$ cat src/rtl/lii_pkg.sv
// Shared definitions for the LII output path: id width, arbiter FSM states and
// the round-robin selector used to pick the next requester.
package lii_pkg;

  localparam int LII_ID_W = 8;
  localparam int RR_MAX_N = 16;

  typedef enum logic {
    ST_IDLE  = 1'b0,
    ST_GRANT = 1'b1
  } lii_state_e;

  // First set bit of valid at or after ptr, wrapping modulo n; returns ptr if none.
  function automatic logic [3:0] rr_select(input logic [RR_MAX_N-1:0] valid,
                                           input logic [3:0]          ptr,
                                           input int                  n);
    logic [3:0] pick;
    logic [3:0] idx;
    logic       found;
    pick  = ptr;
    found = 1'b0;
    for (int i = 0; i < RR_MAX_N; i++) begin
      idx = 4'((int'(ptr) + i) % n);
      if (i < n && !found && valid[idx]) begin
        pick  = idx;
        found = 1'b1;
      end
    end
    return pick;
  endfunction

endpackage

$ cat src/rtl/lii_reg_slice.sv
// Single-entry valid/ready pipeline register; full throughput when the sink is
// ready, payload held stable while stalled.
module lii_reg_slice #(
  parameter int W = 8
) (
  input  logic         aclk,
  input  logic         arst,
  input  logic         i_valid,
  output logic         o_ready,
  input  logic [W-1:0] i_data,
  output logic         o_valid,
  output logic [W-1:0] o_data,
  input  logic         i_ready
);

  logic         r_valid;
  logic [W-1:0] r_data;
  logic         w_load;

  assign o_ready = !r_valid || i_ready;
  assign w_load  = i_valid && o_ready;

  // NOTE: non-blocking assignments in clocked blocks so every flop samples pre-edge values.
  // NOTE: the payload is reset as well as valid, so the outputs read all-zero during reset.
  always_ff @(posedge aclk or posedge arst) begin
    if (arst) begin
      r_valid <= 1'b0;
      r_data  <= '0;
    end else if (w_load) begin
      r_valid <= 1'b1;
      r_data  <= i_data;
    end else if (i_ready) begin
      r_valid <= 1'b0;
    end
  end

  assign o_valid = r_valid;
  assign o_data  = r_data;

endmodule

$ cat src/rtl/lii_out_arbiter.sv
// Round-robin burst arbiter merging N requester streams onto one LII output,
// tagging each beat with its source and destination ids.
module lii_out_arbiter
  import lii_pkg::*;
#(
  parameter int N        = 4,
  parameter int PW       = 64,
  parameter int MAXBURST = 16,
  parameter int SRC_BASE = 0
) (
  input  logic                  aclk,
  input  logic                  arst,
  input  logic [N*PW-1:0]       req_tdata,
  input  logic [N-1:0]          req_tvalid,
  output logic [N-1:0]          req_tready,
  input  logic [N*LII_ID_W-1:0] req_dst,
  output logic [PW-1:0]         lii_out_p0_tdata,
  output logic                  lii_out_p0_tvalid,
  input  logic                  lii_out_p0_tready,
  output logic [LII_ID_W-1:0]   lii_out_p0_src,
  output logic [LII_ID_W-1:0]   lii_out_p0_dst,
  output logic [$clog2(N)-1:0]  grant_idx,
  output logic                  busy
);

  localparam int GW = $clog2(N);
  localparam int CW = $clog2(MAXBURST + 1);
  localparam int OW = PW + 2 * LII_ID_W;

  lii_state_e          r_state;
  lii_state_e          w_next_state;
  logic [GW-1:0]       r_grant;
  logic [GW-1:0]       r_rr_ptr;
  logic [CW-1:0]       r_beat_cnt;
  logic [GW-1:0]       w_pick;
  logic [GW-1:0]       w_next_ptr;
  logic                w_busy;
  logic                w_any_valid;
  logic                w_g_valid;
  logic                w_slice_ready;
  logic                w_accept;
  logic                w_last_beat;
  logic                w_release;
  logic [PW-1:0]       w_g_data;
  logic [LII_ID_W-1:0] w_g_src;
  logic [LII_ID_W-1:0] w_g_dst;
  logic [OW-1:0]       w_out_payload;

  assign w_busy      = (r_state == ST_GRANT);
  assign w_any_valid = |req_tvalid;
  assign w_pick      = GW'(rr_select(16'(req_tvalid), 4'(r_rr_ptr), N));
  assign w_next_ptr  = (r_grant == GW'(N - 1)) ? '0 : r_grant + 1'b1;
  assign w_g_valid   = req_tvalid[r_grant];
  assign w_g_data    = req_tdata[r_grant*PW +: PW];
  assign w_g_dst     = req_dst[r_grant*LII_ID_W +: LII_ID_W];
  assign w_g_src     = LII_ID_W'(SRC_BASE + int'(r_grant));
  assign w_accept    = w_busy && w_g_valid && w_slice_ready;
  assign w_last_beat = (r_beat_cnt == CW'(MAXBURST - 1));
  // Release on a full burst, or when the granted stream stalls while it could send.
  assign w_release   = w_busy && ((w_accept && w_last_beat) || (!w_g_valid && w_slice_ready));

  always_ff @(posedge aclk or posedge arst) begin
    if (arst) r_state <= ST_IDLE;
    else      r_state <= w_next_state;
  end

  always_comb begin
    w_next_state = r_state;
    case (r_state)
      ST_IDLE:  if (w_any_valid) w_next_state = ST_GRANT;
      ST_GRANT: if (w_release)   w_next_state = ST_IDLE;
      default:                   w_next_state = ST_IDLE;
    endcase
  end

  // NOTE: every output gets a default before the conditional, so no latch is inferred.
  always_comb begin
    req_tready = '0;
    busy       = w_busy;
    grant_idx  = w_busy ? r_grant : '0;
    if (w_busy) req_tready[r_grant] = w_slice_ready;
  end

  always_ff @(posedge aclk or posedge arst) begin
    if (arst) begin
      r_grant    <= '0;
      r_rr_ptr   <= '0;
      r_beat_cnt <= '0;
    end else begin
      if (r_state == ST_IDLE && w_any_valid) begin
        r_grant    <= w_pick;
        r_beat_cnt <= '0;
      end
      if (w_release) begin
        r_rr_ptr   <= w_next_ptr;
        r_beat_cnt <= '0;
      end else if (w_accept) begin
        r_beat_cnt <= r_beat_cnt + 1'b1;
      end
    end
  end

  lii_reg_slice #(.W(OW)) u_out_slice (
    .aclk    (aclk),
    .arst    (arst),
    .i_valid (w_busy && w_g_valid),
    .o_ready (w_slice_ready),
    .i_data  ({w_g_dst, w_g_src, w_g_data}),
    .o_valid (lii_out_p0_tvalid),
    .o_data  (w_out_payload),
    .i_ready (lii_out_p0_tready)
  );

  assign {lii_out_p0_dst, lii_out_p0_src, lii_out_p0_tdata} = w_out_payload;

endmodule

$ cat config.mk
export PLATFORM = sky130hd
export DESIGN_NAME = lii_out_arbiter
export DESIGN_NICKNAME = d
export VERILOG_FILES = /design/src/rtl/lii_pkg.sv /design/src/rtl/lii_reg_slice.sv /design/src/rtl/lii_out_arbiter.sv
export SDC_FILE = /design/constraint.sdc
export NUM_CORES = 1
export LEC_CHECK = 0
export BUFFER_PORTS_ARGS = -buffer_cell sky130_fd_sc_hd__buf_4
export CORE_AREA = 2 2 150 152
export DETAILED_ROUTE_END_ITERATION = 10
export DIE_AREA = 0 0 152 154
export GPL_ROUTABILITY_DRIVEN = 0
export GPL_TIMING_DRIVEN = 0
export PLACE_DENSITY = 0.66
export SYNTH_ARGS = -nofsm -noshare
export SYNTH_HDL_FRONTEND = slang
export SYNTH_HIERARCHICAL = 1
export SYNTH_SLANG_ARGS = --single-unit
$ cat constraint.sdc
create_clock -name aclk -period 5.7 [get_ports aclk]
set_input_delay 1.14 -clock aclk [delete_from_list [all_inputs] [get_ports aclk]]
set_output_delay 1.14 -clock aclk [all_outputs]
set_load 0.01 [all_outputs]
==> metrics.cfg <==
[global_route]
grt_max_degree=43
grt-ovfl-total=0
gr-usage-all-layers=0.191
antenna_found_initial=1
grt_pass1_vias=5250
grt_pass1_wl_mm=33.4

[clock_tree]
cts_root_buf=clkbuf_16
clockBufferDepth=2
numClockSinks=91
h-tree-depth=3
cts_setup_buffers=0
cts.reportedPaths.clkPinSlew_ns=0.07
clock_latency_ns=0.34
cts.repair.resized=0
hold_buffers=0
cts-buffers-inserted=9
cts_tree=built

[logic_synthesis]
netlist_area_sq_um=5780
netlist.area_leader.share=0.394
seq_area_frac_synth=0.394
synth_seq_cells=91
post_synth_num_cell_types=38
yosysWarnings=6
yosys-top-cells-area=dfrtp_1 (39%), mux4_2 (28%), mux2_4 (21%)
yosysTopAreaCell=dfrtp_1
avgSynthCellArea_sq_um=17.0
netlist_instances=341

[worst_setup_path]
cp.required_ns=4.56
crit_path_cell_trace=buf_2 -> buf_2 -> inv_1 -> ha_1 -> and3_1 -> buf_4
start_kind=register
rr_startpoint=r_grant[1]
end_kind=output pin
cp_top_family=buffers and inverters
crit_fanout=10
critical_path_class=reg -> out
crit_top_cell=buf_2
cp_slowest_cell=buf_2
r2r-end=u_out_slice/o_data[47]
critical_path_depth=6
arrival_ns=2.06
reg2regPathDepth=8
rrSetupSlack_ns=3.20
cp_slowest_stage_delay_ns=0.41
crit_buf_inv=4

[placement]
portBuffers=382
dpl-instance-area_sq_um=9050
pre_cts_ws_ns=2.78
place_inst=1009
hpwl_mm=18.4

[sta]
setup_viol=0
fin_crit_sh=0.562
tightest_slew_ns=0.887
fin_tns_setup_ns=0
holdWs_ns=0.495
layout_setup_ws_ns=2.50
fin_crit_ns=3.20
hold_violations=0
fin_skew_ns=0.00806
finalMaxSlewViolations=0
max_freq_mhz=312
rsz0062_at_grt=false
slew_headroom=0.408

[finish]
final_cells=1026
finalInstanceArea_sq_um=9350
final_nets=1041
drive_gt1_frac=0.774
area_growth_pct=61.6

[floorplanning]
placementRows=54
die_w_microns=152
die_h_microns=154
die-area_sq_um=23400
core_area_sq_um=21700
initial_core_util=0.267
top_level_ports=383

[detailed_routing]
remaining_drc_errors=0
drtIter0Drc=260
wirelength_mm=22.6
viasPerCell=4.73
vias=4852
first_pass_iters=4
antenna_left=0
wl_per_cell_microns=22.0

[hold_path]
min_to=r_beat_cnt[2]
hold_path_depth=1
min_from=r_beat_cnt[2]
hp-class=reg -> reg

[run]
maxCapViolCount=0

[power]
pwr-share-clk=0.129
p_per_area_nw_per_um2=511
internal-power_mw=3.09
p_comb_frac=0.623
switching_share=0.353
leakagePower_nw=4.58
p_sw_mw=1.69
p_seq_frac=0.249
ir_worst_vdd_mv=0.212

[run_status]
outcome=finished clean

-- worst max path at each step --
stage                            from                      to
floorplan                        arst   u_out_slice/o_data[0]
global placement                 arst  u_out_slice/o_data[74]
detailed placement  lii_out_p0_tready           req_tready[3]
CTS                        r_grant[1]           req_tready[1]
global route               r_grant[1]           req_tready[1]
finish                     r_grant[1]           req_tready[1]
-- power groups by stage --
stage | combinational (mW) | clock (mW) | sequential, mW
global placement | 2.98 | 0 | 1.19
finish | 2.97 | 0.615 | 1.19
global route | 3.16 | 0.664 | 1.24
floorplan | 1.78 | 0 | 1.31
CTS | 3.02 | 0.638 | 1.19
detailed placement | 3.01 | 0 | 1.20
-- synth_stat cells, drive strengths merged --
master	number
dfrtp	91
mux2	81
mux4	72
buf	20
inv	9
clkbuf	7
nand2	7
and3	6
ha	6
nor2	5
o21ai	5
mux2i	4
nand2b	4
a21oi	3
and2	2
nand3	2
nor2b	2
o32ai	2
a211o	1
a211oi	1
a221oi	1
a22o	1
a31oi	1
conb	1
nand4b	1
nor3	1
o22ai	1
o41ai	1
or2	1
or3	1
or4	1
-- logic make-up after synthesis --
| logic type | Yosys count | synth area share |
|---|---|---|
| AND/OR/NAND/NOR | 33 | 0.0338 |
| adder cells (fa/ha/maj) | 6 | 0.0130 |
| AO/OA/AOI/OAI | 17 | 0.0212 |
| buffers and inverters | 36 | 0.0385 |
| flip-flops | 91 | 0.394 |
| multiplexers | 157 | 0.499 |
| other | 1 | 0.000648 |
-- through the flow --
stage,utilization,total power [mW]
floorplan,-,3.09
global placement,0.416,4.17
detailed placement,0.417,4.21
CTS,0.431,4.85
global route,0.431,5.06
finish,0.431,4.78
-- metal layers --
metal	vias to the layer above	wire length [microns]	track usage
li1	2154	-	-
met1	2429	9520	0.249
met2	240	11200	0.321
met3	29	1330	0.0380
met4	0	535	0.0583
met5	-	0	0
-- sequential cells by signal, indices dropped and copies added, names as in the netlist --
signal               flops
busy                     1
u_out_slice/o_valid      1
r_rr_ptr                 2
u_out_slice/o_data      80
r_beat_cnt               5
r_grant                  2
-- cell usage in the layout, fill, tap and decap left out, types with 2 or more instances in the layout --
cell	count
mux4_2	72
nor2_1	5
buf_4	387
o32ai_1	2
mux2i_1	3
clkbuf_1	9
clkinvlp_4	2
inv_1	8
clkbuf_16	9
ha_1	6
nand2_1	6
a21oi_1	3
o21ai_0	4
nand3_1	2
buf_6	8
nor2b_1	2
nand2b_1	3
buf_2	7
dfrtp_1	91
and3_1	6
mux2_4	80
conb_1	6
and2_1	2
-- layout make-up --
| type | count | area (sq um) |
|---|---|---|
| fillers | 2052 | 12300 |
| multi-input cells | 219 | 3300 |
| repair buffers | 383 | 2900 |
| flip-flops and latches | 91 | 2280 |
| well taps | 280 | 350 |
| clock buffers | 11 | 233 |
| plain buffers | 27 | 189 |
| clock inverters | 5 | 62.6 |
| inverters | 9 | 36.3 |
| diodes | 1 | 2.50 |
Power figures use the tool's default switching activity.
